==> src/rtl/rate_sched_pkg.sv <==
// Shared types and helpers for the rate tick scheduler.
// Used by rate_tick_scheduler and serial_divider.
package rate_sched_pkg;

  typedef enum logic [1:0] {
    IDLE,
    DIVIDE,
    COMMIT
  } sched_state_e;

  localparam int CNT_W_DEF = 32;

  // A rate above the clock frequency still ticks every cycle.
  function automatic logic [CNT_W_DEF-1:0] clamp_period(
    input logic [CNT_W_DEF-1:0] q,
    input logic                 speed_nz
  );
    return (q == '0 && speed_nz) ? CNT_W_DEF'(1) : q;
  endfunction

endpackage

==> src/rtl/rate_tick_scheduler_div.sv <==
// Restoring divider, one quotient bit per cycle, fixed CNT_W-step run.
// done is high during the final step; quotient holds until the next start.
module serial_divider
  import rate_sched_pkg::*;
#(
  parameter int CNT_W = CNT_W_DEF
) (
  input  logic             inClock,
  input  logic             reset,
  input  logic             start,
  input  logic [CNT_W-1:0] dividend,
  input  logic [CNT_W-1:0] divisor,
  output logic             done,
  output logic [CNT_W-1:0] quotient
);

  localparam int SW = $clog2(CNT_W);

  logic             run;
  logic [SW-1:0]    step;
  logic [CNT_W-1:0] rem;
  logic [CNT_W-1:0] dvs;
  logic [CNT_W:0]   sh;
  logic [CNT_W:0]   diff;

  always_comb begin
    sh   = {rem, quotient[CNT_W-1]};
    diff = sh - {1'b0, dvs};
    done = run && (step == SW'(CNT_W - 1));
  end

  always_ff @(posedge inClock) begin
    if (reset) begin
      run      <= 1'b0;
      step     <= '0;
      rem      <= '0;
      dvs      <= '0;
      quotient <= '0;
    end else if (run) begin
      quotient <= {quotient[CNT_W-2:0], ~diff[CNT_W]};
      rem      <= diff[CNT_W] ? sh[CNT_W-1:0] : diff[CNT_W-1:0];
      step     <= step + SW'(1);
      if (done) run <= 1'b0;
    end else if (start) begin
      run      <= 1'b1;
      step     <= '0;
      rem      <= '0;
      dvs      <= divisor;
      quotient <= dividend;
    end
  end

endmodule

==> src/rtl/rate_tick_scheduler.sv <==
// Multi-channel rate scheduler: Hz requests become periodic one-cycle ticks.
// Optional sq_out square-wave outputs under RATE_SCHED_SQUARE_OUT_EN.
module rate_tick_scheduler
  import rate_sched_pkg::*;
#(
  parameter int BASE_SPEED = 25000000,
  parameter int NUM_CH     = 4,
  parameter int SPEED_W    = 20,
  parameter int CNT_W      = 32,
  localparam int CH_W      = (NUM_CH > 1) ? $clog2(NUM_CH) : 1
) (
  input  logic               inClock,
  input  logic               reset,
  input  logic               cfg_valid,
  output logic               cfg_ready,
  input  logic [CH_W-1:0]    cfg_ch,
  input  logic [SPEED_W-1:0] cfg_speed,
  output logic               busy,
  output logic [NUM_CH-1:0]  ch_active,
  output logic [NUM_CH-1:0]  tick
`ifdef RATE_SCHED_SQUARE_OUT_EN
  ,
  output logic [NUM_CH-1:0]  sq_out
`endif
);

  sched_state_e     state;
  logic [CH_W-1:0]  cap_ch;
  logic             cap_zero;
  logic             accept;
  logic             in_range;
  logic             div_start;
  logic             div_done;
  logic [CNT_W-1:0] quot;
  logic [CNT_W-1:0] new_period;
  logic [CNT_W-1:0] period [NUM_CH];
  logic [CNT_W-1:0] cnt    [NUM_CH];
  logic [2**CH_W-1:0] ch_ok;

  for (genvar g = 0; g < 2**CH_W; g++) begin : g_ok
    assign ch_ok[g] = (g < NUM_CH);
  end

  assign cfg_ready = (state == IDLE);
  assign busy      = (state != IDLE);
  assign accept    = cfg_valid && cfg_ready;
  assign in_range  = ch_ok[cfg_ch];
  assign div_start = accept && in_range && (cfg_speed != '0);

  assign new_period = cap_zero ? '0 :
    CNT_W'(clamp_period(CNT_W_DEF'(quot), 1'b1));

  serial_divider #(.CNT_W(CNT_W)) u_div (
    .inClock  (inClock),
    .reset    (reset),
    .start    (div_start),
    .dividend (CNT_W'(BASE_SPEED)),
    .divisor  (CNT_W'(cfg_speed)),
    .done     (div_done),
    .quotient (quot)
  );

  always_ff @(posedge inClock) begin
    if (reset) begin
      state    <= IDLE;
      cap_ch   <= '0;
      cap_zero <= 1'b0;
    end else begin
      unique case (state)
        IDLE: begin
          if (accept && in_range) begin
            cap_ch   <= cfg_ch;
            cap_zero <= (cfg_speed == '0);
            state    <= (cfg_speed == '0) ? COMMIT : DIVIDE;
          end
        end
        DIVIDE: if (div_done) state <= COMMIT;
        COMMIT: state <= IDLE;
        default: state <= IDLE;
      endcase
    end
  end

  // Commit restarts the counter with no tick at the commit edge.
  always_ff @(posedge inClock) begin
    for (int i = 0; i < NUM_CH; i++) begin
      if (reset) begin
        period[i] <= '0;
        cnt[i]    <= '0;
        tick[i]   <= 1'b0;
      end else if (state == COMMIT && cap_ch == CH_W'(i)) begin
        period[i] <= new_period;
        cnt[i]    <= '0;
        tick[i]   <= 1'b0;
      end else if (period[i] != '0) begin
        tick[i] <= (cnt[i] == period[i] - CNT_W'(1));
        cnt[i]  <= (cnt[i] == period[i] - CNT_W'(1)) ?
                   '0 : cnt[i] + CNT_W'(1);
      end else begin
        tick[i] <= 1'b0;
        cnt[i]  <= '0;
      end
    end
  end

  always_comb begin
    ch_active = '0;
    for (int i = 0; i < NUM_CH; i++)
      ch_active[i] = (period[i] != '0);
  end

`ifdef RATE_SCHED_SQUARE_OUT_EN
  always_comb begin
    sq_out = '0;
    for (int i = 0; i < NUM_CH; i++)
      sq_out[i] = (cnt[i] < (period[i] >> 1));
  end
`else
  // Tick-only build: no square-wave outputs.
`endif

endmodule

==> config.mk <==
export PLATFORM = sky130hd
export DESIGN_NAME = rate_tick_scheduler
export DESIGN_NICKNAME = d
export VERILOG_FILES = /design/src/rtl/rate_sched_pkg.sv /design/src/rtl/rate_tick_scheduler_div.sv /design/src/rtl/rate_tick_scheduler.sv
export SDC_FILE = /design/constraint.sdc
export NUM_CORES = 1
export LEC_CHECK = 0
export ABC_CLOCK_PERIOD_IN_PS = 7500
export CAP_MARGIN = 10
export CORE_UTILIZATION = 63
export CTS_CLUSTER_SIZE = 16
export DETAILED_ROUTE_END_ITERATION = 10
export PLACE_DENSITY = 0.8
export SYNTH_ARGS = -nofsm -noshare
export SYNTH_HDL_FRONTEND = slang
export SYNTH_SLANG_ARGS = --single-unit
==> constraint.sdc <==
create_clock -name inClock -period 7.5 [get_ports inClock]
set_clock_uncertainty 0.2 [all_clocks]
set_input_delay 1.125 -clock inClock [delete_from_list [all_inputs] [get_ports inClock]]
set_output_delay 1.125 -clock inClock [all_outputs]
set_load 0.05 [all_outputs]
==> results.json, run 1 <==
{
  "synth_cells": 2292,
  "viasPerCell": 6.07,
  "slew_headroom_pct": 19.4,
  "ys_warn_count": 0,
  "drive_above_1_share_pct": 4.47,
  "fin_tns_setup_ns": 0,
  "gr-total-overflow": 0,
  "ys_seq_area_share_pct": 44.9,
  "finalHoldViolations": 0,
  "period_share_pct": 69.6,
  "fin_area_mm2": 0.0240,
  "clock_sink_count": 355,
  "rows": 67,
  "core-area_mm2": 0.0336,
  "vdd_drop_max_v": 0.000439,
  "ys_seq_elements": 355,
  "yosysMostFrequentCell": "edfxtp_1",
  "hpwl_mm": 36.8,
  "area_delta_synth_final_pct": 11.3,
  "insertion_delay_ns": 0.57,
  "p_leak_nw": 8.60,
  "route.detailed.drc": 0,
  "ctsResizeCount": 0,
  "drtIter0Drc": 1600,
  "avgSynthCellArea_um2": 9.40,
  "cp-start-kind": "flop",
  "slowest_delay_ns": 0.73,
  "ios": 35,
  "slew_viol_final": 0,
  "wl_per_cell_um": 17.9,
  "clk_pin_slew_ns": 0.06,
  "synth_common_cells": "edfxtp_1, nor3_1, nor2_1, nand2_1, xnor2_1",
  "yosysTopAreaCellShare_pct": 35.7,
  "clockBufferDepth": 3,
  "async_flop_share_pct": 0,
  "dieWidth_um": 187,
  "die_area_mm2": 0.0349,
  "antenna_found_initial": 0,
  "synth_ff_type": "edfxtp_1",
  "layout.cells.non_filler": 2890,
  "placed_cell_area_mm2": 0.0226,
  "gp_congestion": 0.938,
  "vias": 17500,
  "wl_mm": 51.8,
  "cap_violations": 0,
  "crit_fanout": 8,
  "first_pass_iters": 6,
  "cts_max_level": 2,
  "fmax_mhz": 192,
  "cp_slowest_cell": "clkdlybuf4s50_1",
  "cts_tree": "yes",
  "syn-cell-area_mm2": 0.0215,
  "cts_buffers": 40,
  "outcome": "completed",
  "cp.arrival_ns": 3.89,
  "path_class": "flop to primary output",
  "drtAntennaViolNets": 0,
  "fp.dieH_um": 187,
  "grt_max_degree": 84,
  "grt_pass1_vias": 16800,
  "synth_cell_type_count": 79,
  "min_period_ns": 5.22,
  "grt_pass1_wl_mm": 85.0,
  "path_cells": "or4_1 -> or4b_4 -> nor4_1 -> nand2_1 -> or3_1 -> clkdlybuf4s50_1",
  "synth.largest_area_cell": "edfxtp_1",
  "total_power_mw": 6.35,
  "critPathRequiredTime_ns": 6.17,
  "hold_class": "flop to flop",
  "setup_viol": 0,
  "grt_util_all_layers_pct": 29.7,
  "start_util_pct": 64.1,
  "end_kind": "primary output",
  "synth-edff-count": 256,
  "yosys-top-cells-area": "edfxtp_1, dfxtp_1, xnor2_1",
  "rsz0062_at_grt": "no",
  "io_buffer_count": 34,
  "cellPowerDensity_mw_per_mm2": 265,
  "dp_cells": 2816,
  "root_buffer": "clkbuf_16",
  "worst_pin_slew_ns": 1.21,
  "post_cts_buffers": 0,
  "nNetsFinal": 2467,
  "hold_buffers": 0
}
layout by cell type (no fill, tap or decap), types with 12 or more instances in the layout:
cell,synthesis,final
xnor2_1,186,186
nand2b_1,22,22
nor3_1,220,219
a21oi_1,67,67
and2_1,65,65
nand2_1,190,190
nor2b_1,27,27
edfxtp_1,256,256
or4_1,13,13
ha_1,30,30
o211ai_1,18,18
conb_1,1,128
clkdlybuf4s50_1,0,33
xor2_1,133,133
o21ai_0,63,62
nand3b_1,25,25
inv_1,79,79
a31oi_1,20,20
dfxtp_1,99,98
nor4_1,60,60
clkbuf_16,0,40
nor3b_1,15,15
nand4_1,47,47
nand3_1,87,87
a211oi_1,12,12
a221oi_1,13,13
nor2_1,211,211
or3_1,27,27
and3_1,19,19
mux2i_1,54,54
path summary, 6_finish.rpt:
path                          startpoint                         end  cells past startpoint  slack [ns]
max reg2reg   period[0][6]$_SDFFCE_PN0P_     cnt[0][1]$_SDFFCE_PP0P_                      8        2.96
min           u_div.rem[13]$_SDFFE_PP0P_  u_div.rem[13]$_SDFFE_PP0P_                      2        0.29
max          period[2][13]$_SDFFCE_PN0P_                ch_active[2]                      6        2.28
min reg2reg   u_div.rem[13]$_SDFFE_PP0P_  u_div.rem[13]$_SDFFE_PP0P_                      2        0.29
sequential cells by signal, summed over array words and instances (netlist names):
| register | flops |
|---|---|
| cap_ch | 2 |
| cap_zero | 1 |
| cnt | 128 |
| period | 128 |
| state | 2 |
| tick | 4 |
| u_div.dvs | 20 |
| u_div.quotient | 32 |
| u_div.rem | 32 |
| u_div.run | 1 |
| u_div.step | 5 |
worst max-delay path: cells and delay by family (launching register included):
family                 cells  cell delay, ns
buffers and inverters      1            0.73
DFF                        1            0.47
and+or+nand+nor            5            2.13
cell families after synthesis:
| family | count (synthesis) | share of synthesized area, % |
|---|---|---|
| adders and majority gates | 31 | 1.84 |
| AOI/OAI and AO/OA | 271 | 8.29 |
| DFF | 355 | 44.9 |
| other | 1 | 0.0174 |
| muxes | 56 | 2.61 |
| xor gates and xnor gates | 319 | 13.0 |
| buffers and inverters | 175 | 3.26 |
| and+or+nand+nor | 1084 | 26.1 |
routing by layer:
layer | GRT usage, % | wire, um | up-vias
met2 | 48.4 | 24200 | 656
met3 | 5.25 | 3680 | 117
met4 | 9.36 | 1500 | 0
met5 | 0 | 0 | -
met1 | 40.5 | 22500 | 8332
li1 | - | - | 8431
cell type report:
cell class                 instances  area (um2)
clock inverter                    20         179
timing repair buffer              46         445
tap                              448         561
fill                            2519        9630
sequential                       355        9670
inverter                          79         297
multi-input combinational       1889       11700
antenna                            1        2.50
clock buffer                      52        1150
where the power goes:
group          internal (mW)  switching, mW
Combinational          0.834           1.10
Clock                   1.15          0.814
Sequential              2.26          0.192
Total                   4.25           2.11
through the flow:
| stage | hold slack [ns] | setup slack (ns) | util (%) |
|---|---|---|---|
| floorplan | 0.250 | 3.62 | - |
| global placement | 0.263 | 2.95 | 67.3 |
| detailed placement | 0.279 | 2.91 | 67.3 |
| CTS | 0.289 | 2.30 | 71.3 |
| global route | 0.306 | 2.19 | 71.3 |
| finish | 0.288 | 2.28 | 71.3 |
Note: power is estimated with default switching activity, not from simulation.
==> run 2: changes to the inputs <==
--- a/config.mk
+++ b/config.mk
@@ -5,12 +5,12 @@
 export SDC_FILE = /design/constraint.sdc
 export NUM_CORES = 1
 export LEC_CHECK = 0
-export ABC_CLOCK_PERIOD_IN_PS = 7500
+export ABC_CLOCK_PERIOD_IN_PS = 4400
 export CAP_MARGIN = 10
-export CORE_UTILIZATION = 63
+export CORE_UTILIZATION = 58
 export CTS_CLUSTER_SIZE = 16
 export DETAILED_ROUTE_END_ITERATION = 10
-export PLACE_DENSITY = 0.8
+export PLACE_DENSITY = 0.78
 export SYNTH_ARGS = -nofsm -noshare
 export SYNTH_HDL_FRONTEND = slang
 export SYNTH_SLANG_ARGS = --single-unit
==> constraint.sdc (replaced) <==
create_clock -name inClock -period 4.4 [get_ports inClock]
set_clock_uncertainty 0.2 [all_clocks]
set_input_delay 0.66 -clock inClock [delete_from_list [all_inputs] [get_ports inClock]]
set_output_delay 0.66 -clock inClock [all_outputs]
set_load 0.05 [all_outputs]
==> results.json, run 2 (synthesis results as in run 1) <==
{
  "io_buffer_count": 34,
  "path_cells": "or4_1 -> or4b_4 -> nor4_2 -> nand2_1 -> or3_1 -> buf_4",
  "drtIter0Drc": 1525,
  "hold_class": "flop to flop",
  "reg_top3": "cnt: 128 flops, period: 128 flops",
  "grt_max_degree": 66,
  "drtAntennaViolNets": 0,
  "rows": 70,
  "cts_tree": "yes",
  "combPwrFrac_pct": 30.4,
  "slew_headroom_pct": 19.8,
  "grt_pass1_wl_mm": 85.2,
  "top_usage_layer": "met2",
  "area_delta_synth_final_pct": 12.3,
  "die_area_mm2": 0.0379,
  "final_common_cell": "edfxtp_1",
  "p_clk_share_pct": 31.4,
  "cts_max_level": 2,
  "core-area_mm2": 0.0366,
  "cp.arrival_ns": 3.33,
  "slowest_delay_ns": 0.73,
  "use_met2_pct": 46.0,
  "gp_congestion": 0.959,
  "outcome": "completed",
  "cellPowerDensity_mw_per_mm2": 453,
  "critPathRequiredTime_ns": 3.54,
  "path_class": "flop to primary output",
  "period_share_pct": 95.3,
  "layout_common_cells": "edfxtp_1, nor3_1, nor2_1, nand2_1, xnor2_1",
  "vdd_drop_max_v": 0.000471,
  "slew_viol_final": 0,
  "clk_pin_slew_ns": 0.06,
  "pwr-share-seq_pct": 38.2,
  "cp-start-kind": "flop",
  "grt_use_met3_pct": 5.34,
  "fmax_mhz": 238,
  "antenna_found_initial": 1,
  "cts_buffers": 40,
  "end_kind": "primary output",
  "total_power_mw": 11.0,
  "worst_pin_slew_ns": 1.20,
  "root_buffer": "clkbuf_16",
  "vias": 17600,
  "insertion_delay_ns": 0.57,
  "cap_violations": 0,
  "swShare_pct": 33.0,
  "grt_pass1_vias": 16900,
  "start_util_pct": 58.8,
  "fp.dieH_um": 195,
  "grt_util_all_layers_pct": 27.8,
  "dieWidth_um": 195,
  "p_sw_mw": 3.62,
  "ios": 35,
  "wl_per_cell_um": 18.0,
  "clock_sink_count": 355,
  "drive_above_1_share_pct": 4.96,
  "hpwl_mm": 37.5,
  "route.detailed.drc": 0,
  "grt_util_met1_pct": 36.5,
  "rsz0062_at_grt": "no",
  "clockBufferDepth": 3,
  "finalHoldViolations": 0,
  "p_leak_nw": 8.68,
  "viasPerCell": 6.01,
  "cp_slowest_cell": "or4_1",
  "intPower_mw": 7.33,
  "nNetsFinal": 2482,
  "gr-total-overflow": 0,
  "setup_viol": 0,
  "first_pass_iters": 5,
  "wl_mm": 52.6,
  "min_period_ns": 4.19,
  "fin_tns_setup_ns": 0,
  "crit_fanout": 8
}
[run 2: cell types whose count changed in the layout (fill, tap and decap cells not counted), moves of 3 or more]
cell | previous run | this run
clkbuf_1 | 2 | 7
clkinv_1 | 1 | 4
buf_4 | 11 | 26
clkbuf_8 | 10 | 4
clkdlybuf4s50_1 | 33 | 30
[run 2: power by group through the flow]
stage	combinational [mW]	clock (mW)	sequential [mW]
2_1_floorplan	2.67	0	4.11
3_3_place_gp	3.16	0	4.23
3_5_place_dp	3.25	0	4.24
4_1_cts	3.29	3.49	4.18
5_1_grt	3.67	3.60	4.22
6_report	3.32	3.44	4.19
[run 2: path summary, 6_finish.rpt]
kind	start	end	depth (start not counted)	slack, ns
min reg2reg	u_div.rem[16]$_SDFFE_PP0P_	u_div.rem[16]$_SDFFE_PP0P_	2	0.28
max reg2reg	period[0][5]$_SDFFCE_PN0P_	cnt[0][4]$_SDFFCE_PP0P_	9	0.51
max	period[2][13]$_SDFFCE_PN0P_	ch_active[2]	6	0.21
min	u_div.rem[16]$_SDFFE_PP0P_	u_div.rem[16]$_SDFFE_PP0P_	2	0.28
[run 2: area by class of cell]
class	count	area, um2
repair buffers	61	569
inverters	79	297
flip-flops and latches	355	9670
multi-input cells	1889	11700
clock buffers	53	1130
well taps	468	586
diodes	1	2.50
fillers	2876	12400
clock inverters	21	224
[run 2: what timing repair did]
item / 4_1_cts / 5_1_grt
endpoints found under the setup margin: 2 / 3
hold buffers: 0 / 0
buffers inserted: 0 / 0
gates resized for setup: 3 / 3
endpoints found under the hold margin: 0 / 0
[run 2: metal layers]
| metal | vias to the layer above | wire, um |
|---|---|---|
| met5 | - | 0 |
| met4 | 0 | 1470 |
| met3 | 111 | 3420 |
| met2 | 576 | 24700 |
| met1 | 8440 | 23000 |
| li1 | 8476 | - |
[run 2: metrics by stage]
step | utilization, % | worst slack (ns) | cells | instance area, um2 | hold slack, ns
2_1_floorplan | - | 0.753 | 2419 | 22000 | 0.250
3_3_place_gp | 62.2 | 0.548 | 2851 | 22800 | 0.265
3_5_place_dp | 62.2 | 0.467 | 2851 | 22800 | 0.277
4_1_cts | 65.9 | 0.0966 | 2925 | 24100 | 0.288
5_1_grt | 66.1 | 0.0834 | 2926 | 24200 | 0.306
6_report | 66.1 | 0.207 | 2927 | 24200 | 0.284
[run 2: critical path, delay by kind of cell (launching register included)]
kind | cells | cell delay (ns)
buf+inv | 1 | 0.22
flops | 1 | 0.48
simple gates | 5 | 2.08
==> run 3: changes to the inputs <==
--- a/config.mk
+++ b/config.mk
@@ -5,12 +5,12 @@
 export SDC_FILE = /design/constraint.sdc
 export NUM_CORES = 1
 export LEC_CHECK = 0
-export ABC_CLOCK_PERIOD_IN_PS = 4400
+export ABC_CLOCK_PERIOD_IN_PS = 4800
 export CAP_MARGIN = 10
-export CORE_UTILIZATION = 58
+export CORE_UTILIZATION = 63
 export CTS_CLUSTER_SIZE = 16
 export DETAILED_ROUTE_END_ITERATION = 10
-export PLACE_DENSITY = 0.78
+export PLACE_DENSITY = 0.8
 export SYNTH_ARGS = -nofsm -noshare
 export SYNTH_HDL_FRONTEND = slang
 export SYNTH_SLANG_ARGS = --single-unit
==> constraint.sdc (replaced) <==
create_clock -name inClock -period 4.8 [get_ports inClock]
set_clock_uncertainty 0.2 [all_clocks]
set_input_delay 0.72 -clock inClock [delete_from_list [all_inputs] [get_ports inClock]]
set_output_delay 0.72 -clock inClock [all_outputs]
set_load 0.05 [all_outputs]
==> results.json, run 3 (synthesis results as in run 1) <==
{
  "cap_violations": 0,
  "nNetsFinal": 2471,
  "grt_util_all_layers_pct": 29.5,
  "rows": 67,
  "grt_max_degree": 85,
  "gp_congestion": 0.916,
  "outcome": "completed",
  "hold_buffers": 0,
  "slew_headroom_pct": 19.9,
  "final_common_cell": "edfxtp_1",
  "worst_pin_slew_ns": 1.20,
  "io_buffer_count": 34,
  "hold_class": "flop to flop",
  "insertion_delay_ns": 0.57,
  "antenna_found_initial": 0,
  "core-area_mm2": 0.0336,
  "cellPowerDensity_mw_per_mm2": 410,
  "grt_pass1_wl_mm": 84.1,
  "slew_viol_final": 0,
  "area_delta_synth_final_pct": 11.2,
  "fp.dieH_um": 187,
  "drtAntennaViolNets": 0,
  "drtIter0Drc": 1547,
  "ios": 35,
  "viasPerCell": 6.04,
  "diodes": 0,
  "vias": 17500,
  "route.detailed.drc": 0,
  "die_area_mm2": 0.0349,
  "clk_pin_slew_ns": 0.06,
  "dp_cells": 2821,
  "dieWidth_um": 187,
  "finalHoldViolations": 0,
  "reg2reg_from": "period[0][5]$_SDFFCE_PN0P_",
  "path_class": "flop to primary output",
  "wl_mm": 51.6,
  "critPathRequiredTime_ns": 3.88,
  "drive_above_1_share_pct": 4.50,
  "root_buffer": "clkbuf_16",
  "p_leak_nw": 8.59,
  "layout.cells.non_filler": 2894,
  "cp-startpoint": "period[0][5]$_SDFFCE_PN0P_",
  "fill_cells": 2503,
  "r2r_cells": 9,
  "min_period_ns": 4.58,
  "layout_common_cells": "edfxtp_1, nor3_1, nor2_1, nand2_1, xnor2_1",
  "multi_input_area_mm2": 0.0117,
  "clockBufferDepth": 3,
  "r2r_setup_slack_ns": 0.84,
  "reg_top3": "cnt: 128 flops, period: 128 flops",
  "end_kind": "primary output",
  "worst_r2r_endpoint": "cnt[0][1]$_SDFFCE_PP0P_",
  "gr-total-overflow": 0,
  "rsz0062_at_grt": "no",
  "cts_buffers": 39,
  "start_util_pct": 64.1,
  "period_share_pct": 95.3,
  "wl_per_cell_um": 17.8,
  "cp.arrival_ns": 3.66,
  "cp-start-kind": "flop",
  "cts_max_level": 2,
  "vdd_drop_max_v": 0.000662,
  "crit_path_end": "ch_active[0]",
  "hpwl_mm": 36.7,
  "fmax_mhz": 219,
  "ff_latch_area_mm2": 0.00967,
  "clock_sink_count": 355,
  "fin_tns_setup_ns": 0,
  "first_pass_iters": 5,
  "crit_fanout": 7,
  "setup_viol": 0,
  "cts_tree": "yes",
  "grt_pass1_vias": 16800
}
run 3: power by group:
part           total [mW]  leakage (nW)  switching (mW)  internal, mW
clock network        2.94         0.618            1.26          1.69
logic                3.05          4.53            1.74          1.30
registers            3.83          3.44           0.297          3.53
run 3: layer usage:
layer  vias up  GRT usage (%)  share of wire [%]
met5         -              0                  0
met4         0           9.30                2.4
met1      8370           40.1                 44
met3        95           4.93                6.8
met2       581           48.3                 47
li1       8447              -                  -
run 3: critical path, cell delays in order, from the launching register on:
cell and delay [ns]:
edfxtp_1 0.50, nor4_4 0.43, and4b_1 0.40, nand3_1 0.28, or4b_2 0.77, clkdlybuf4s50_1 0.73
run 3: repair_timing:
item / in CTS / in global routing
setup buffers: 0 / 0
resized for setup: 0 / 3
setup endpoints to repair: 0 / 2
run 3: how the worst min path moves through the flow:
stage,startpoint,to,slack (ns),depth (start not counted)
3_5_place_dp,u_div.rem[14]$_SDFFE_PP0P_,u_div.rem[14]$_SDFFE_PP0P_,0.27,2
4_1_cts,u_div.rem[14]$_SDFFE_PP0P_,u_div.rem[14]$_SDFFE_PP0P_,0.28,2
2_1_floorplan,u_div.rem[10]$_SDFFE_PP0P_,u_div.rem[10]$_SDFFE_PP0P_,0.25,2
6_report,u_div.rem[14]$_SDFFE_PP0P_,u_div.rem[14]$_SDFFE_PP0P_,0.28,2
3_3_place_gp,u_div.rem[13]$_SDFFE_PP0P_,u_div.rem[13]$_SDFFE_PP0P_,0.26,2
5_1_grt,u_div.quotient[29]$_SDFFE_PP0P_,u_div.quotient[30]$_SDFFE_PP0P_,0.33,2
run 3: layout make-up:
type                    instances  area share (%)
multi-input cells            1889            48.8
flip-flops and latches        355            40.4
clock buffers                  48            4.42
well taps                     448            2.34
repair buffers                 51            2.03
inverters                      79            1.24
clock inverters                24           0.799
run 3: metrics by stage:
| step | util [%] | setup slack (ns) | total power, mW | cell area (um2) | hold slack [ns] |
|---|---|---|---|---|---|
| after CTS | 71.1 | 0.0128 | 9.81 | 23900 | 0.284 |
| final | 71.3 | 0.224 | 9.82 | 24000 | 0.283 |
| after global routing | 71.3 | 0.0808 | 10.3 | 24000 | 0.327 |
| after floorplan | - | 1.15 | 6.22 | 22000 | 0.250 |
| after global placement | 67.4 | 0.654 | 6.77 | 22700 | 0.263 |
| after detailed placement | 67.4 | 0.614 | 6.87 | 22700 | 0.272 |
